==> src/rtl/arb_grant_responder_if.sv <==
// Signal bundle between arb_grant_responder, the round-robin arbiter and the shared resource.
// master = responder view, slave = arbiter/resource view.
interface arb_grant_responder_if;
    logic [7:0] req_set;
    logic [7:0] port_req;
    logic       gnt_valid;
    logic [2:0] gnt_port;
    logic       gnt_ack;
    logic [2:0] ack_port;
    logic       xfer_valid;
    logic       xfer_ready;
    logic [2:0] xfer_port;
    logic [7:0] xfer_beat;
    logic       xfer_last;
    logic       busy;
    logic       err;

    modport master (
        input  req_set,
        input  gnt_valid,
        input  gnt_port,
        input  xfer_ready,
        output port_req,
        output gnt_ack,
        output ack_port,
        output xfer_valid,
        output xfer_port,
        output xfer_beat,
        output xfer_last,
        output busy,
        output err
    );

    modport slave (
        output req_set,
        output gnt_valid,
        output gnt_port,
        output xfer_ready,
        input  port_req,
        input  gnt_ack,
        input  ack_port,
        input  xfer_valid,
        input  xfer_port,
        input  xfer_beat,
        input  xfer_last,
        input  busy,
        input  err
    );
endinterface

==> src/rtl/arb_grant_responder.sv <==
// Requester-side partner of the 8-port round-robin arbiter: sticky requests, burst transfer, grant ack.
// Optional stall timeout abort enabled by defining ARB_RESP_TIMEOUT_EN.
//
// state | meaning
// ------+-------------------------------------------------------------
// IDLE  | waiting for a grant that matches a pending port_req bit
// XFER  | issuing BURST_LEN beats for xfer_port
// ACK   | gnt_ack pulse with ack_port = xfer_port
// HOLD  | HOLDOFF_CYC idle cycles while the arbiter pipeline drains
module arb_grant_responder #(
    parameter int unsigned BURST_LEN   = 4,
    parameter int unsigned HOLDOFF_CYC = 2,
    parameter int unsigned TIMEOUT_CYC = 16
) (
    input  logic                  clk,
    input  logic                  reset,
    arb_grant_responder_if.master bus
);

    if (BURST_LEN < 1 || BURST_LEN > 255) begin : g_bad_burst_len
        $error("arb_grant_responder: BURST_LEN must be 1..255");
    end
    if (HOLDOFF_CYC > 15) begin : g_bad_holdoff
        $error("arb_grant_responder: HOLDOFF_CYC must be 0..15");
    end
    if (TIMEOUT_CYC < 1) begin : g_bad_timeout
        $error("arb_grant_responder: TIMEOUT_CYC must be at least 1");
    end

    typedef enum logic [1:0] {
        IDLE = 2'd0,
        XFER = 2'd1,
        ACK  = 2'd2,
        HOLD = 2'd3
    } state_t;

    localparam logic [7:0] LAST_BEAT = 8'(BURST_LEN - 1);
    localparam logic [3:0] HOLD_LOAD = 4'((HOLDOFF_CYC > 0) ? (HOLDOFF_CYC - 1) : 0);

    state_t     state;
    logic [7:0] port_req_q;
    logic [7:0] beat;
    logic [3:0] hold_cnt;
    logic [2:0] xfer_port_q;
    logic [2:0] ack_port_q;
    logic       xfer_valid_q;
    logic       xfer_last_q;
    logic       gnt_ack_q;
    logic       busy_q;

    logic       accept;
    logic       beat_done;
    logic [7:0] clr;
    logic [7:0] beat_nxt;

`ifdef ARB_RESP_TIMEOUT_EN
    localparam int unsigned      STALL_W    = (TIMEOUT_CYC > 1) ? $clog2(TIMEOUT_CYC) : 1;
    localparam logic [STALL_W-1:0] STALL_LOAD = STALL_W'(TIMEOUT_CYC - 1);

    logic [STALL_W-1:0] stall_cnt;
    logic               err_q;
`endif

    always_comb begin
        accept = 1'b0;
        clr    = '0;
        if (state == IDLE && bus.gnt_valid && port_req_q[bus.gnt_port]) begin
            accept             = 1'b1;
            clr[bus.gnt_port]  = 1'b1;
        end
    end

    assign beat_done = xfer_valid_q && bus.xfer_ready;
    assign beat_nxt  = beat + 8'd1;

    // A fresh req_set beats the clear of the same bit, so it becomes a new request.
    always_ff @(posedge clk) begin
        if (reset) begin
            port_req_q <= '0;
        end else begin
            port_req_q <= (port_req_q & ~clr) | bus.req_set;
        end
    end

    always_ff @(posedge clk) begin
        if (reset) begin
            state        <= IDLE;
            beat         <= '0;
            hold_cnt     <= '0;
            xfer_port_q  <= '0;
            ack_port_q   <= '0;
            xfer_valid_q <= 1'b0;
            xfer_last_q  <= 1'b0;
            gnt_ack_q    <= 1'b0;
            busy_q       <= 1'b0;
`ifdef ARB_RESP_TIMEOUT_EN
            stall_cnt    <= '0;
            err_q        <= 1'b0;
`endif
        end else begin
            gnt_ack_q <= 1'b0;
`ifdef ARB_RESP_TIMEOUT_EN
            err_q     <= 1'b0;
`endif
            case (state)
                IDLE: begin
                    if (accept) begin
                        state        <= XFER;
                        busy_q       <= 1'b1;
                        xfer_port_q  <= bus.gnt_port;
                        beat         <= '0;
                        xfer_valid_q <= 1'b1;
                        xfer_last_q  <= (LAST_BEAT == 8'd0);
`ifdef ARB_RESP_TIMEOUT_EN
                        stall_cnt    <= STALL_LOAD;
`endif
                    end
                end

                XFER: begin
`ifdef ARB_RESP_TIMEOUT_EN
                    // xfer_valid is only low here on the cycle after a timeout abort.
                    if (!xfer_valid_q) begin
                        state      <= ACK;
                        beat       <= '0;
                        gnt_ack_q  <= 1'b1;
                        ack_port_q <= xfer_port_q;
                    end else
`endif
                    if (beat_done) begin
                        if (xfer_last_q) begin
                            state        <= ACK;
                            beat         <= '0;
                            xfer_valid_q <= 1'b0;
                            xfer_last_q  <= 1'b0;
                            gnt_ack_q    <= 1'b1;
                            ack_port_q   <= xfer_port_q;
                        end else begin
                            beat        <= beat_nxt;
                            xfer_last_q <= (beat_nxt == LAST_BEAT);
`ifdef ARB_RESP_TIMEOUT_EN
                            stall_cnt   <= STALL_LOAD;
`endif
                        end
                    end
`ifdef ARB_RESP_TIMEOUT_EN
                    else if (stall_cnt == '0) begin
                        err_q        <= 1'b1;
                        xfer_valid_q <= 1'b0;
                        xfer_last_q  <= 1'b0;
                    end else begin
                        stall_cnt <= stall_cnt - 1'b1;
                    end
`endif
                end

                ACK: begin
                    if (HOLDOFF_CYC == 0) begin
                        state  <= IDLE;
                        busy_q <= 1'b0;
                    end else begin
                        state    <= HOLD;
                        hold_cnt <= HOLD_LOAD;
                    end
                end

                HOLD: begin
                    if (hold_cnt == '0) begin
                        state  <= IDLE;
                        busy_q <= 1'b0;
                    end else begin
                        hold_cnt <= hold_cnt - 1'b1;
                    end
                end

                default: begin
                    state        <= IDLE;
                    busy_q       <= 1'b0;
                    xfer_valid_q <= 1'b0;
                    xfer_last_q  <= 1'b0;
                end
            endcase
        end
    end

    assign bus.port_req   = port_req_q;
    assign bus.gnt_ack    = gnt_ack_q;
    assign bus.ack_port   = ack_port_q;
    assign bus.xfer_valid = xfer_valid_q;
    assign bus.xfer_port  = xfer_port_q;
    assign bus.xfer_beat  = beat;
    assign bus.xfer_last  = xfer_last_q;
    assign bus.busy       = busy_q;
`ifdef ARB_RESP_TIMEOUT_EN
    assign bus.err        = err_q;
`else
    assign bus.err        = 1'b0;
`endif

endmodule

==> src/flat_wrapper.sv <==
// flat-port wrapper written by rule: the top's interface ports become plain ports
module arb_grant_responder_flat 
#(
    parameter int unsigned BURST_LEN   = 4,
    parameter int unsigned HOLDOFF_CYC = 2,
    parameter int unsigned TIMEOUT_CYC = 16
)
  (clk, reset, bus_req_set, bus_gnt_valid, bus_gnt_port, bus_xfer_ready, bus_port_req, bus_gnt_ack, bus_ack_port, bus_xfer_valid, bus_xfer_port, bus_xfer_beat, bus_xfer_last, bus_busy, bus_err);
  arb_grant_responder_if bus_i ();
  input  logic clk;
  input  logic reset;
  input wire logic [$bits(bus_i.req_set)-1:0] bus_req_set;
  input wire logic [$bits(bus_i.gnt_valid)-1:0] bus_gnt_valid;
  input wire logic [$bits(bus_i.gnt_port)-1:0] bus_gnt_port;
  input wire logic [$bits(bus_i.xfer_ready)-1:0] bus_xfer_ready;
  output wire logic [$bits(bus_i.port_req)-1:0] bus_port_req;
  output wire logic [$bits(bus_i.gnt_ack)-1:0] bus_gnt_ack;
  output wire logic [$bits(bus_i.ack_port)-1:0] bus_ack_port;
  output wire logic [$bits(bus_i.xfer_valid)-1:0] bus_xfer_valid;
  output wire logic [$bits(bus_i.xfer_port)-1:0] bus_xfer_port;
  output wire logic [$bits(bus_i.xfer_beat)-1:0] bus_xfer_beat;
  output wire logic [$bits(bus_i.xfer_last)-1:0] bus_xfer_last;
  output wire logic [$bits(bus_i.busy)-1:0] bus_busy;
  output wire logic [$bits(bus_i.err)-1:0] bus_err;
  assign bus_i.req_set = bus_req_set;
  assign bus_i.gnt_valid = bus_gnt_valid;
  assign bus_i.gnt_port = bus_gnt_port;
  assign bus_i.xfer_ready = bus_xfer_ready;
  assign bus_port_req = bus_i.port_req;
  assign bus_gnt_ack = bus_i.gnt_ack;
  assign bus_ack_port = bus_i.ack_port;
  assign bus_xfer_valid = bus_i.xfer_valid;
  assign bus_xfer_port = bus_i.xfer_port;
  assign bus_xfer_beat = bus_i.xfer_beat;
  assign bus_xfer_last = bus_i.xfer_last;
  assign bus_busy = bus_i.busy;
  assign bus_err = bus_i.err;
  arb_grant_responder #(.BURST_LEN(BURST_LEN), .HOLDOFF_CYC(HOLDOFF_CYC), .TIMEOUT_CYC(TIMEOUT_CYC)) u_core (.clk(clk), .reset(reset), .bus(bus_i));
endmodule
==> config.mk <==
export PLATFORM = sky130hd
export DESIGN_NAME = arb_grant_responder_flat
export DESIGN_NICKNAME = d
export VERILOG_FILES = /design/src/rtl/arb_grant_responder_if.sv /design/src/rtl/arb_grant_responder.sv /design/src/flat_wrapper.sv
export SDC_FILE = /design/constraint.sdc
export NUM_CORES = 1
export LEC_CHECK = 0
export ABC_AREA = 1
export BUFFER_PORTS_ARGS = -buffer_cell sky130_fd_sc_hd__clkbuf_2
export CORE_ASPECT_RATIO = 0.75
export CORE_UTILIZATION = 54
export DETAILED_ROUTE_END_ITERATION = 7
export HOLD_SLACK_MARGIN = 0.15
export PLACE_DENSITY_LB_ADDON = 0.15
export SLEW_MARGIN = 40
export SYNTH_ARGS = -nofsm -noshare
export SYNTH_HDL_FRONTEND = slang
export SYNTH_SLANG_ARGS = --single-unit
==> constraint.sdc <==
create_clock -name clk -period 3.1 [get_ports clk]
set_input_delay 0.31 -clock clk [delete_from_list [all_inputs] [get_ports clk]]
set_output_delay 0.31 -clock clk [all_outputs]
set_load 0.01 [all_outputs]
== Word-level counts from Yosys, hierarchy flattened ==
Cells that the tools add are included.

* Word-level logic and storage cells: 73
* Latch bits: 0
* Memory bits (read-only): 0
* Bits in writable memories: 0
* Bits in registers: 32
* Output and inout port bits: 27
* Memories kept: 0

* Shifts and indexed selects: 0
* Mux-type cells: 28
* Add/subtract/negate cells: 2
* Order comparisons: 2
* Div/mod/pow operators: 0
* Equal/unequal tests: 9
* Reductions and logical operators: 17
* Multiply operators: 0
* Bitwise operators: 5

{| class="wikitable"
|+ Operator list
! cell !! count
|-
| two-way mux 8 bit || 4
|-
| case mux 8 bit (2 select lines) || 1
|-
| two-way mux 1 bit || 11
|-
| AND reduction 3 bit || 3
|-
| adder 8 x 1 -> 8 bit, second input constant || 1
|-
| bitwise AND 8 bit || 1
|-
| == test 8 x 2 -> 1 bit, second input constant || 1
|-
| two-way mux 2 bit || 4
|-
| != test 2 x 1 -> 1 bit, second input constant || 4
|-
| inverter 8 bit || 1
|-
| bitwise OR 8 bit || 1
|-
| case mux 2 bit (4 select lines) || 1
|-
| case mux 4 bit (2 select lines) || 1
|-
| AND reduction 4 bit || 2
|-
| case mux 1 bit (2 select lines) || 3
|-
| nonzero test 2 bit || 3
|-
| == test 2 bit, second input constant || 2
|-
| logical AND 1 bit || 4
|-
| zero test 4 bit || 1
|-
| < comparator 3 x 4 -> 1 bit, second input constant || 1
|-
| two-way mux 4 bit || 1
|-
| AND reduction 2 bit || 2
|-
| subtractor 4 x 1 -> 4 bit, second input constant || 1
|-
| binary-select mux 1 bit (select 3 bit) || 1
|-
| other kinds (7) || 8
|}

== Depth between registers and ports, before layout ==
Gate-level depths: netlist (run 1).

* Depth in word-level cells: 8
* Mapped depth: 14
* Depth with buffers taken out: 13

== Worst setup path before layout (run 1) ==
No wires, ideal clock.

* Kind: register to register
* From: reg u_core.state[0]
* To: reg u_core.beat[1], in the netlist u_core.bus.xfer_beat[1]
* Cell stages (with the launch flop): 8
* Slack: 1.661 ns
* Setup time: 0.116 ns
* Arrival: 1.323 ns
* Path through: dfxtp_1 > inv_1 > ha_1 > or2_2 > nand2_2 > nand2_4 > o21ai_0 > nor2_1

* Word-level cells in the longest chain between the ends: 6
* Elaborated cells between the ends (all ways): 10
* Classes of those cells: 3 x eq/ne; 2 x mux; 5 x reduce/logical

{| class="wikitable"
|+ Ends and longest elaborated chain
! what !! RTL line !! text
|-
| start, declared || arb_grant_responder.sv:40 || <nowiki>state_t state;</nowiki>
|-
| start signal, assigned || arb_grant_responder.sv:87 || <nowiki>state <= IDLE;</nowiki>
|-
| start signal, assigned || arb_grant_responder.sv:108 || <nowiki>state <= XFER;</nowiki>
|-
| start signal, assigned || arb_grant_responder.sv:132 || <nowiki>state <= ACK;</nowiki>
|-
| zero test 2 bit || arb_grant_responder.sv:67, arb_grant_responder.sv:105 ||
|-
| logical AND 1 bit (2 in series) || arb_grant_responder.sv:67 || <nowiki>if (state == IDLE && bus.gnt_valid && port_req_q[bus.gnt_port]) begin</nowiki>
|-
| two-way mux 1 bit || arb_grant_responder.sv:67 ||
|-
| != test 2 x 1 -> 1 bit (no source line) || -- ||
|-
| AND reduction 3 bit (no source line) || -- ||
|-
| end signal, assigned || arb_grant_responder.sv:139 || <nowiki>beat <= beat_nxt;</nowiki>
|-
| end, declared || arb_grant_responder.sv:42 || <nowiki>logic [7:0] beat;</nowiki>
|}

Several ways; a longest one is shown, not always the timed one.
A chain may end at the register's enable or synchronous reset.

== Final worst setup path (run 1) ==
Same ends and word-level chain as after synthesis.

==> flow_metrics.tcl, run 1 <==
set metrics [dict create \
    status "finished clean" \
    final_nets 329 \
    clk_latency_ns 0.29 \
    boundaryPins 42 \
    cts_resized 0 \
    syn2layout_area_growth_pct 19.96 \
    syn_area_sq_um 1743 \
    num_rows 17 \
    hold_class "input port to flop" \
    end_kind "flop" \
    final_cell_mix "45 x inv_1, 45 x nor2_1, 45 x nand2_1, 40 x clkbuf_2, 32 x dfxtp_1" \
    period_needed_ns 1.727 \
    cts_tree "built" \
    synth-main-ff-cell "dfxtp_1" \
    cap_violations 0 \
    placed_cell_area_sq_um 1964 \
    drt-initial-drc-count 196 \
    start_util_pct 58.11 \
    io_buffers 40 \
    root_buffer "clkbuf_8" \
    relSlewSlack_pct 59.33 \
    synth_top_area_share_pct 36.76 \
    vias 1721 \
    grt_max_degree 20 \
    fill_cells 278 \
    die_w_um 67.60 \
    synthDistinctLibCells 25 \
    skew_ns 0.007530 \
    rsz0062_at_grt "false" \
    stdcell_area_sq_um 2091 \
    grtUsageTotal_pct 25.57 \
    routabilityCongestion 0.7896 \
    n_antenna_cell 0 \
    worst_slew_pin_slew_ns 0.6036 \
    hold_viol 0 \
    cp_max_fo 11 \
    antenna_found_initial 0 \
    core_sq_um 2999 \
    clock_sinks 32 \
    hpwl_mm 2.841 \
    grt-ovfl-total 0 \
    slew_violations 0 \
    vias_per_cell 5.003 \
    die_y_um 51.20 \
    wire_per_inst_um 11.33 \
    period_share_pct 55.71 \
    synth_largest_area_cell "dfxtp_1" \
    ys_seq_area_share_pct 36.76 \
    critPathLaunchType "flop" \
    worstSetupPathType "flop to flop" \
    drc 0 \
    synthArstFlopShare_pct 0 \
    cts_hold_buf 0 \
    clk_path_buf_depth 2 \
    cp_data_required_time_ns 3.28 \
    cts_max_level 2 \
    tns_ns 0 \
    drive_above_1_share_pct 18.95 \
    ys_ff_latch 32 \
    synth_edf_count 0 \
    power_density_nw_per_um2 731.9 \
    fmax_mhz 579.0 \
    clk_pin_slew_ns 0.06 \
    ant_nets 0 \
    finalSetupViolations 0 \
    postCtsSetupRepairBufs 0 \
    wl_mm 3.899 \
    synth_warnings 0 \
    dieArea_sq_um 3461 \
    syn_area_per_cell_sq_um 6.652 \
    grt_pass1_vias 1495 \
    synth_nets 286 \
    max-vdd-ir-drop_mv 0.4393 \
    cts_buffers 5 \
    p_leak_uw 0.001055 \
    crit_arrival_ns 1.90 \
    drt_pass1_iterations 4 \
    synthCells 262 \
    synth_area_leaders "dfxtp_1 37%, inv_1 9.7%, nand2_1 9.7%, nor2_1 9.7%, ha_1 6.5%" \
    grt_pass1_wl_mm 6.486 \
]
[metal layers]
layer | up-vias | share of wire [%] | global-route usage (%)
met3 | 7 | 5.5 | 6.696
li1 | 902 | - | -
met4 | 0 | 1.4 | 9.929
met5 | - | 0 | 0
met1 | 765 | 51 | 34.07
met2 | 47 | 42 | 38.94
[path summary, 6_finish.rpt]
path / endpoint / slack, ns / startpoint / cells after the start
setup / recovery: u_core.bus.xfer_beat[1] / 1.37 / u_core.state[0] / 10
hold / removal: u_core.bus.port_req[0] / 0.24 / bus_req_set[0] / 3
setup reg to reg: u_core.bus.xfer_beat[1] / 1.37 / u_core.state[0] / 10
hold reg to reg: u_core.hold_cnt[3] / 0.48 / u_core.hold_cnt[3] / 2
[synthesized netlist by cell type, types with 2 or more instances]
master    instances
inv_1            45
nand2_1          45
nor2_1           45
dfxtp_1          32
o21ai_0          21
a21oi_1          19
nand3_1          18
ha_1              9
nand4_1           4
nor3_1            4
nand2_2           3
clkbuf_1          2
nand2_4           2
xor2_1            2
[cell families (layout without fill, tap and decap cells)]
kind of cell,after synthesis,count (layout),synth area share [%]
AO/OA/AOI/OAI,42,42,12.28
XOR/XNOR,2,2,1.005
adder cells (fa/ha/maj),9,9,6.461
flip-flops,32,32,36.75
buffers and inverters,51,95,11.77
AND/OR/NAND/NOR,125,125,31.51
other,1,1,0.2152
[layout make-up]
cell class / instances / area (sq um) / share of cell area [%]
Multi-Input combinational cell: 179 / 897.1 / 42.91
Clock buffer: 7 / 96.34 / 4.608
Inverter: 47 / 178.9 / 8.558
Clock inverter: 1 / 30.03 / 1.436
Sequential cell: 32 / 640.6 / 30.64
Tap cell: 38 / 47.55 / 2.274
Timing Repair Buffer: 40 / 200.2 / 9.575
[flip-flops by register name (all words and copies together), names as in the netlist]
| name | flops |
|---|---|
| u_core.bus.ack_port | 3 |
| u_core.bus.port_req | 8 |
| u_core.bus.xfer_last | 1 |
| u_core.bus.busy | 1 |
| u_core.bus.xfer_port | 3 |
| u_core.hold_cnt | 4 |
| u_core.bus.xfer_beat | 8 |
| u_core.bus.xfer_valid | 1 |
| u_core.state | 2 |
| u_core.bus.gnt_ack | 1 |
[report_power, final]
part           switching, uW  internal (uW)
Clock                    152            283
Combinational            341            191
Sequential              75.1            487
[worst max-delay path, stage by stage (launching register included)]
cell and delay, ns:
dfxtp_1 0.37, inv_1 0.11, ha_1 0.26, nand2_1 0.08, inv_1 0.06, nand2_2 0.21, nand2_2 0.14, nand2_4 0.13
inv_2 0.10, nor2_1 0.10, nor2_1 0.05
[stage by stage]
stage / hold slack [ns] / utilization [%] / worst slack (ns) / std cells / total power (uW)
detailed placement: 0.4721 / 65.50 / 1.353 / 336 / 1089
CTS: 0.2351 / 69.71 / 1.388 / 344 / 1532
floorplan: 0.3791 / - / 1.661 / 262 / 941.3
global route: 0.2491 / 69.71 / 1.182 / 344 / 1646
finish: 0.2362 / 69.71 / 1.373 / 344 / 1530
global placement: 0.4527 / 65.50 / 1.381 / 336 / 1077
Note: power is estimated with default switching activity, not from simulation.
==> inputs of run 2 (changes only) <==
- ABC_AREA: 1 -> 0
- CORE_UTILIZATION: 54 -> 53
- clock period: 3.1 -> 1.71 ns (I/O delays scaled with it)
==> flow_metrics.tcl, run 2 <==
set metrics [dict create \
    slowest_stage "or4_1" \
    hpwl_mm 3.049 \
    synth_nets 228 \
    synthArstFlopShare_pct 0 \
    yosys.area_share.xor_xnor_pct 1.991 \
    r2r_start "u_core.bus.xfer_beat[0]" \
    cap_violations 0 \
    syn_area_sq_um 1759 \
    final_nets 289 \
    cp_data_required_time_ns 1.93 \
    p_total_uw 2617 \
    die_w_um 68.53 \
    final.hold.worst_slack_ns 0.1580 \
    core_sq_um 3042 \
    skew_ns 0.01101 \
    synth_compound_area_share_pct 19.84 \
    synthMuxAreaShare_pct 7.468 \
    ys_ff_latch 32 \
    syn2layout_area_growth_pct 32.72 \
    grt_max_degree 22 \
    synth-main-ff-cell "dfxtp_1" \
    grt_pass1_vias 1495 \
    routabilityCongestion 0.8461 \
    fill_cells 231 \
    vias 1685 \
    multi_input_area_sq_um 1096 \
    hold_class "input port to flop" \
    syn_area_per_cell_sq_um 8.623 \
    io_buffers 40 \
    cts_max_level 2 \
    synth_area_leaders "dfxtp_1 36%, ha_1 6.4%, mux2i_1 5.1%, nand2b_1 4.3%, nor2_1 4.1%" \
    slew_violations 0 \
    num_rows 17 \
    finalSetupViolations 0 \
    ys_seq_area_share_pct 36.42 \
    rr_endpoint "u_core.bus.xfer_last" \
    top_layer_used "met4" \
    cts_tree "built" \
    boundaryPins 42 \
    end_kind "flop" \
    stdcell_area_sq_um 2335 \
    crit_arrival_ns 1.85 \
    vias_per_cell 5.543 \
    drc 0 \
    synthSimpleGateAreaFrac_pct 22.90 \
    clk_path_buf_depth 2 \
    reg2regPathDepth 6 \
    synthDistinctLibCells 46 \
    fmax_mhz 613.5 \
    antenna_found_initial 0 \
    grt_pass1_wl_mm 7.010 \
    die_y_um 51.90 \
    grt-ovfl-total 0 \
    utilization_pct 76.76 \
    drt-initial-drc-count 90 \
    clock_sinks 32 \
    status "finished clean" \
    synthTopCellsByCount "32 x dfxtp_1, 19 x nor2_1, 18 x nand2_1" \
    worstSetupPathType "flop to flop" \
    ant_nets 0 \
    synth_fa_ha_area_share_pct 6.401 \
    final_cell_mix "40 x clkbuf_2, 26 x dfxtp_1, 18 x nor2_1, 18 x buf_4, 17 x nand2_1" \
    period_needed_ns 1.630 \
    synthCells 204 \
    wl_met2_mm 1.987 \
    drive_above_1_share_pct 36.09 \
    min_from "bus_gnt_port[1]" \
    cp_max_fo 5 \
    hold_viol 0 \
    dieArea_sq_um 3556 \
    critPathLaunchType "flop" \
    p_leak_uw 0.0009686 \
    n_antenna_cell 0 \
    clk_pin_slew_ns 0.08 \
    max-vdd-ir-drop_mv 1.080 \
    drt-met1-wl_mm 2.196 \
    wl_mm 4.482 \
    period_share_pct 95.32 \
    start_util_pct 57.84 \
    root_buffer "clkbuf_8" \
    wire_per_inst_um 14.74 \
    hold_depth 3 \
    startpoint "u_core.bus.xfer_beat[0]" \
    clk_latency_ns 0.30 \
    synth_largest_area_cell "dfxtp_1" \
    drt_pass1_iterations 4 \
    synth.most_common_cell "dfxtp_1" \
    synth_top_area_share_pct 36.42 \
    power_density_nw_per_um2 1121 \
    synth_edf_count 0 \
    crit_path_max_incr_delay_ns 0.48 \
    cts_buffers 5 \
    rrSetupSlack_ns 0.08 \
    regArea_sq_um 650.6 \
    cp_cell_sequence "ha_2, buf_4, nor4_2, a31oi_1, or4_1, mux2i_1" \
    synth_warnings 0 \
    endpoint "u_core.bus.xfer_last" \
    grtUsageTotal_pct 27.95 \
    mostFrequentLayoutCell "clkbuf_2" \
    synth_top_family_by_area "simple AND/OR/NAND/NOR gates" \
    placed_cell_area_sq_um 2097 \
    wl_met3_um 233 \
]
## run 2: kinds of logic (layout without fill, tap and decap cells)
group / count (synthesis) / in the layout
AND/OR/NAND/NOR: 82 / 82
flip-flops: 32 / 32
XOR/XNOR: 4 / 4
adder cells (fa/ha/maj): 9 / 9
other: 1 / 1
multiplexers: 12 / 12
buffers and inverters: 19 / 81
AO/OA/AOI/OAI: 45 / 45
## run 2: through the flow
step | cells | setup WS [ns] | TNS, ns
2_1_floorplan | 204 | 0.002260 | 0
3_3_place_gp | 288 | 0.01845 | 0
3_5_place_dp | 288 | 0.006801 | 0
4_1_cts | 302 | 0.01466 | 0
5_1_grt | 304 | -0.003092 | -0.003092
6_report | 304 | 0.08011 | 0
## run 2: how the worst min path moves through the flow
stage	end	slack, ns
floorplan	u_core.bus.port_req[0]	0.29
global placement	u_core.bus.port_req[0]	0.38
detailed placement	u_core.bus.port_req[0]	0.38
CTS	u_core.bus.xfer_port[1]	0.15
global route	u_core.bus.port_req[4]	0.17
finish	u_core.bus.xfer_port[1]	0.16
## run 2: power by group
| group | internal, uW | switching (uW) | leakage (uW) | total (uW) |
|---|---|---|---|---|
| registers | 819 | 76.7 | 0.000264 | 896 |
| clock network | 431 | 303 | 0.0000541 | 734 |
| logic | 470 | 518 | 0.000650 | 987 |
| total | 1720 | 897 | 0.000969 | 2620 |
## run 2: metal layers
metal / track usage [%] / vias to the layer above
met5: 0 / -
met4: 10.76 / 0
met3: 7.237 / 8
met2: 40.03 / 36
met1: 39.49 / 790
li1: - / 851
## run 2: layout make-up
class,count,area share (%)
multi-input cells,153,46.95
flip-flops and latches,32,27.87
repair buffers,64,16.93
clock buffers,5,2.947
well taps,38,2.036
clock inverters,3,1.822
inverters,9,1.447
## run 2: critical path: cells and delay by family (launching register included)
kind / cells / cell delay [ns]
flops: 1 / 0.36
mux: 1 / 0.13
compound gates: 1 / 0.11
fa+ha+maj: 1 / 0.19
simple gates: 2 / 0.63
buf+inv: 1 / 0.14
## run 2: timing repair
item | CTS | global route
setup endpoints to repair | 1 | 12
pin swaps | 0 | 2
hold buffers | 6 | 0
setup buffers | 0 | 2
hold endpoints to repair | 6 | 0
resized for setup | 1 | 19
==> inputs of run 3 (changes only) <==
- RECOVER_POWER: not set -> 100
==> flow_metrics.tcl, run 3 (synthesized netlist as in run 2, its figures left out) <==
set metrics [dict create \
    status "finished clean" \
    clock_sinks 32 \
    slew_violations 0 \
    hold_depth 3 \
    grt_max_degree 22 \
    n_antenna_cell 0 \
    fmax_mhz 615.0 \
    utilization_pct 75.89 \
    drive_above_1_share_pct 28.20 \
    end_kind "flop" \
    dieArea_sq_um 3556 \
    cp_data_required_time_ns 1.93 \
    crit_path_max_incr_delay_ns 0.48 \
    drt-initial-drc-count 79 \
    p_leak_uw 0.0008989 \
    drc 0 \
    grt_pass1_vias 1495 \
    root_buffer "clkbuf_8" \
    finalSetupViolations 0 \
    ant_nets 0 \
    final_nets 289 \
    skew_ns 0.01236 \
    power.net_switching_uw 904.2 \
    rrSetupSlack_ns 0.08 \
    vias_per_cell 5.543 \
    reg2regPathDepth 6 \
    wl_mm 4.542 \
    worstSetupPathType "flop to flop" \
    start_util_pct 57.84 \
    syn2layout_area_growth_pct 31.22 \
    cts_tree "built" \
    routabilityCongestion 0.8461 \
    pre_cts_slack_ns 0.006801 \
    r2r_start "u_core.bus.xfer_beat[0]" \
    met1_usage_pct 39.49 \
    tns_ns 0 \
    hold_class "input port to flop" \
    antenna_found_initial 0 \
    power_density_nw_per_um2 1133 \
    num_rows 17 \
    grt_pass1_wl_mm 7.010 \
    die_y_um 51.90 \
    cp_max_fo 5 \
    period_share_pct 95.08 \
    cp_cell_sequence "ha_2, buf_4, nor4_2, a31oi_1, or4_1, mux2i_1" \
    pwr-share-comb_pct 37.6 \
    critPathLaunchType "flop" \
    min_to "u_core.bus.xfer_port[1]" \
    use_met3_pct 7.237 \
    clk_path_buf_depth 2 \
    boundaryPins 42 \
    hold_viol 0 \
    rr_endpoint "u_core.bus.xfer_last" \
    crit_arrival_ns 1.85 \
    hpwl_mm 3.049 \
    core_sq_um 3042 \
    clk_pin_slew_ns 0.08 \
    grt_util_met2_pct 40.03 \
    min_from "bus_gnt_port[1]" \
    final_cell_mix "26 x dfxtp_1, 21 x clkbuf_1, 19 x clkbuf_2, 18 x nor2_1, 18 x buf_4" \
    grtUsageTotal_pct 27.95 \
    p_total_uw 2616 \
    grt_most_used_layer "met2" \
    wire_per_inst_um 14.94 \
    cts_buffers 5 \
    period_needed_ns 1.626 \
    vias 1685 \
    fin_ws_ns 0.08405 \
    slowest_stage "or4_1" \
    mostFrequentLayoutCell "dfxtp_1" \
    die_w_um 68.53 \
    io_buffers 40 \
    cts_max_level 2 \
    max-vdd-ir-drop_mv 1.065 \
    p_clk_share_pct 28.1 \
    pwr-share-seq_pct 34.3 \
    clk_latency_ns 0.30 \
    drt_pass1_iterations 4 \
    internal_power_uw 1711 \
    swShare_pct 34.57 \
    grt-ovfl-total 0 \
    cap_violations 0 \
]
==> run 3: cell counts in the layout (fill, tap and decap cells not counted) <==
Identical to the previous run, type by type.
==> run 3: power by group through the flow <==
stage | Sequential [uW] | Combinational, uW | Clock (uW)
finish | 896 | 984 | 736
global placement | 898 | 892 | 0
global route | 904 | 1080 | 773
detailed placement | 902 | 905 | 0
floorplan | 904 | 642 | 0
CTS | 887 | 930 | 739
==> run 3: what timing repair did <==
action | in CTS | in global routing
buffers inserted | 0 | 2
setup endpoints to repair | 1 | 12
resized for setup | 1 | 19
pin swaps | 0 | 2
hold buffers | 6 | 0
cloned | 0 | 0
hold endpoints to repair | 6 | 0
==> run 3: how the worst max path moves through the flow <==
stage,start,end,cells after the start
2_1_floorplan,u_core.state[0],u_core.bus.xfer_beat[1],6
6_report,u_core.bus.xfer_beat[0],u_core.bus.xfer_last,6
5_1_grt,u_core.bus.xfer_beat[0],u_core.bus.xfer_last,6
4_1_cts,u_core.state[0],u_core.bus.xfer_beat[0],7
3_5_place_dp,u_core.bus.xfer_beat[0],u_core.bus.xfer_last,6
3_3_place_gp,u_core.bus.xfer_beat[0],u_core.bus.xfer_last,6
==> run 3: metal layers <==
layer  up-vias  wire length (um)
met1       791              2281
met5         -                 0
met2        37              2004
met3         8               192
met4         0                63
li1        849                 -
==> run 3: critical path, delay by kind of cell (launching register included) <==
kind,cells,cell delay (ns)
AOI/OAI and AO/OA,1,0.11
adders and majority gates,1,0.19
buffers and inverters,1,0.14
DFF,1,0.36
muxes,1,0.13
and+or+nand+nor,2,0.63
==> run 3: through the flow <==
stage / cell area [sq um] / hold WS [ns] / instances
after floorplan: 1784 / 0.2884 / 204
after global placement: 2097 / 0.3806 / 288
after detailed placement: 2097 / 0.3825 / 288
after CTS: 2270 / 0.1545 / 302
after global routing: 2308 / 0.1661 / 304
final: 2308 / 0.1566 / 304
==> run 3: cell type report <==
| class | count | area (sq um) |
|---|---|---|
| Inverter | 9 | 33.78 |
| Timing Repair Buffer | 64 | 369.1 |
| Sequential cell | 32 | 650.6 |
| Clock buffer | 5 | 68.82 |
| Clock inverter | 3 | 42.54 |
| Multi-Input combinational cell | 153 | 1096 |
| Tap cell | 38 | 47.55 |
| Fill cell | 244 | 733.2 |
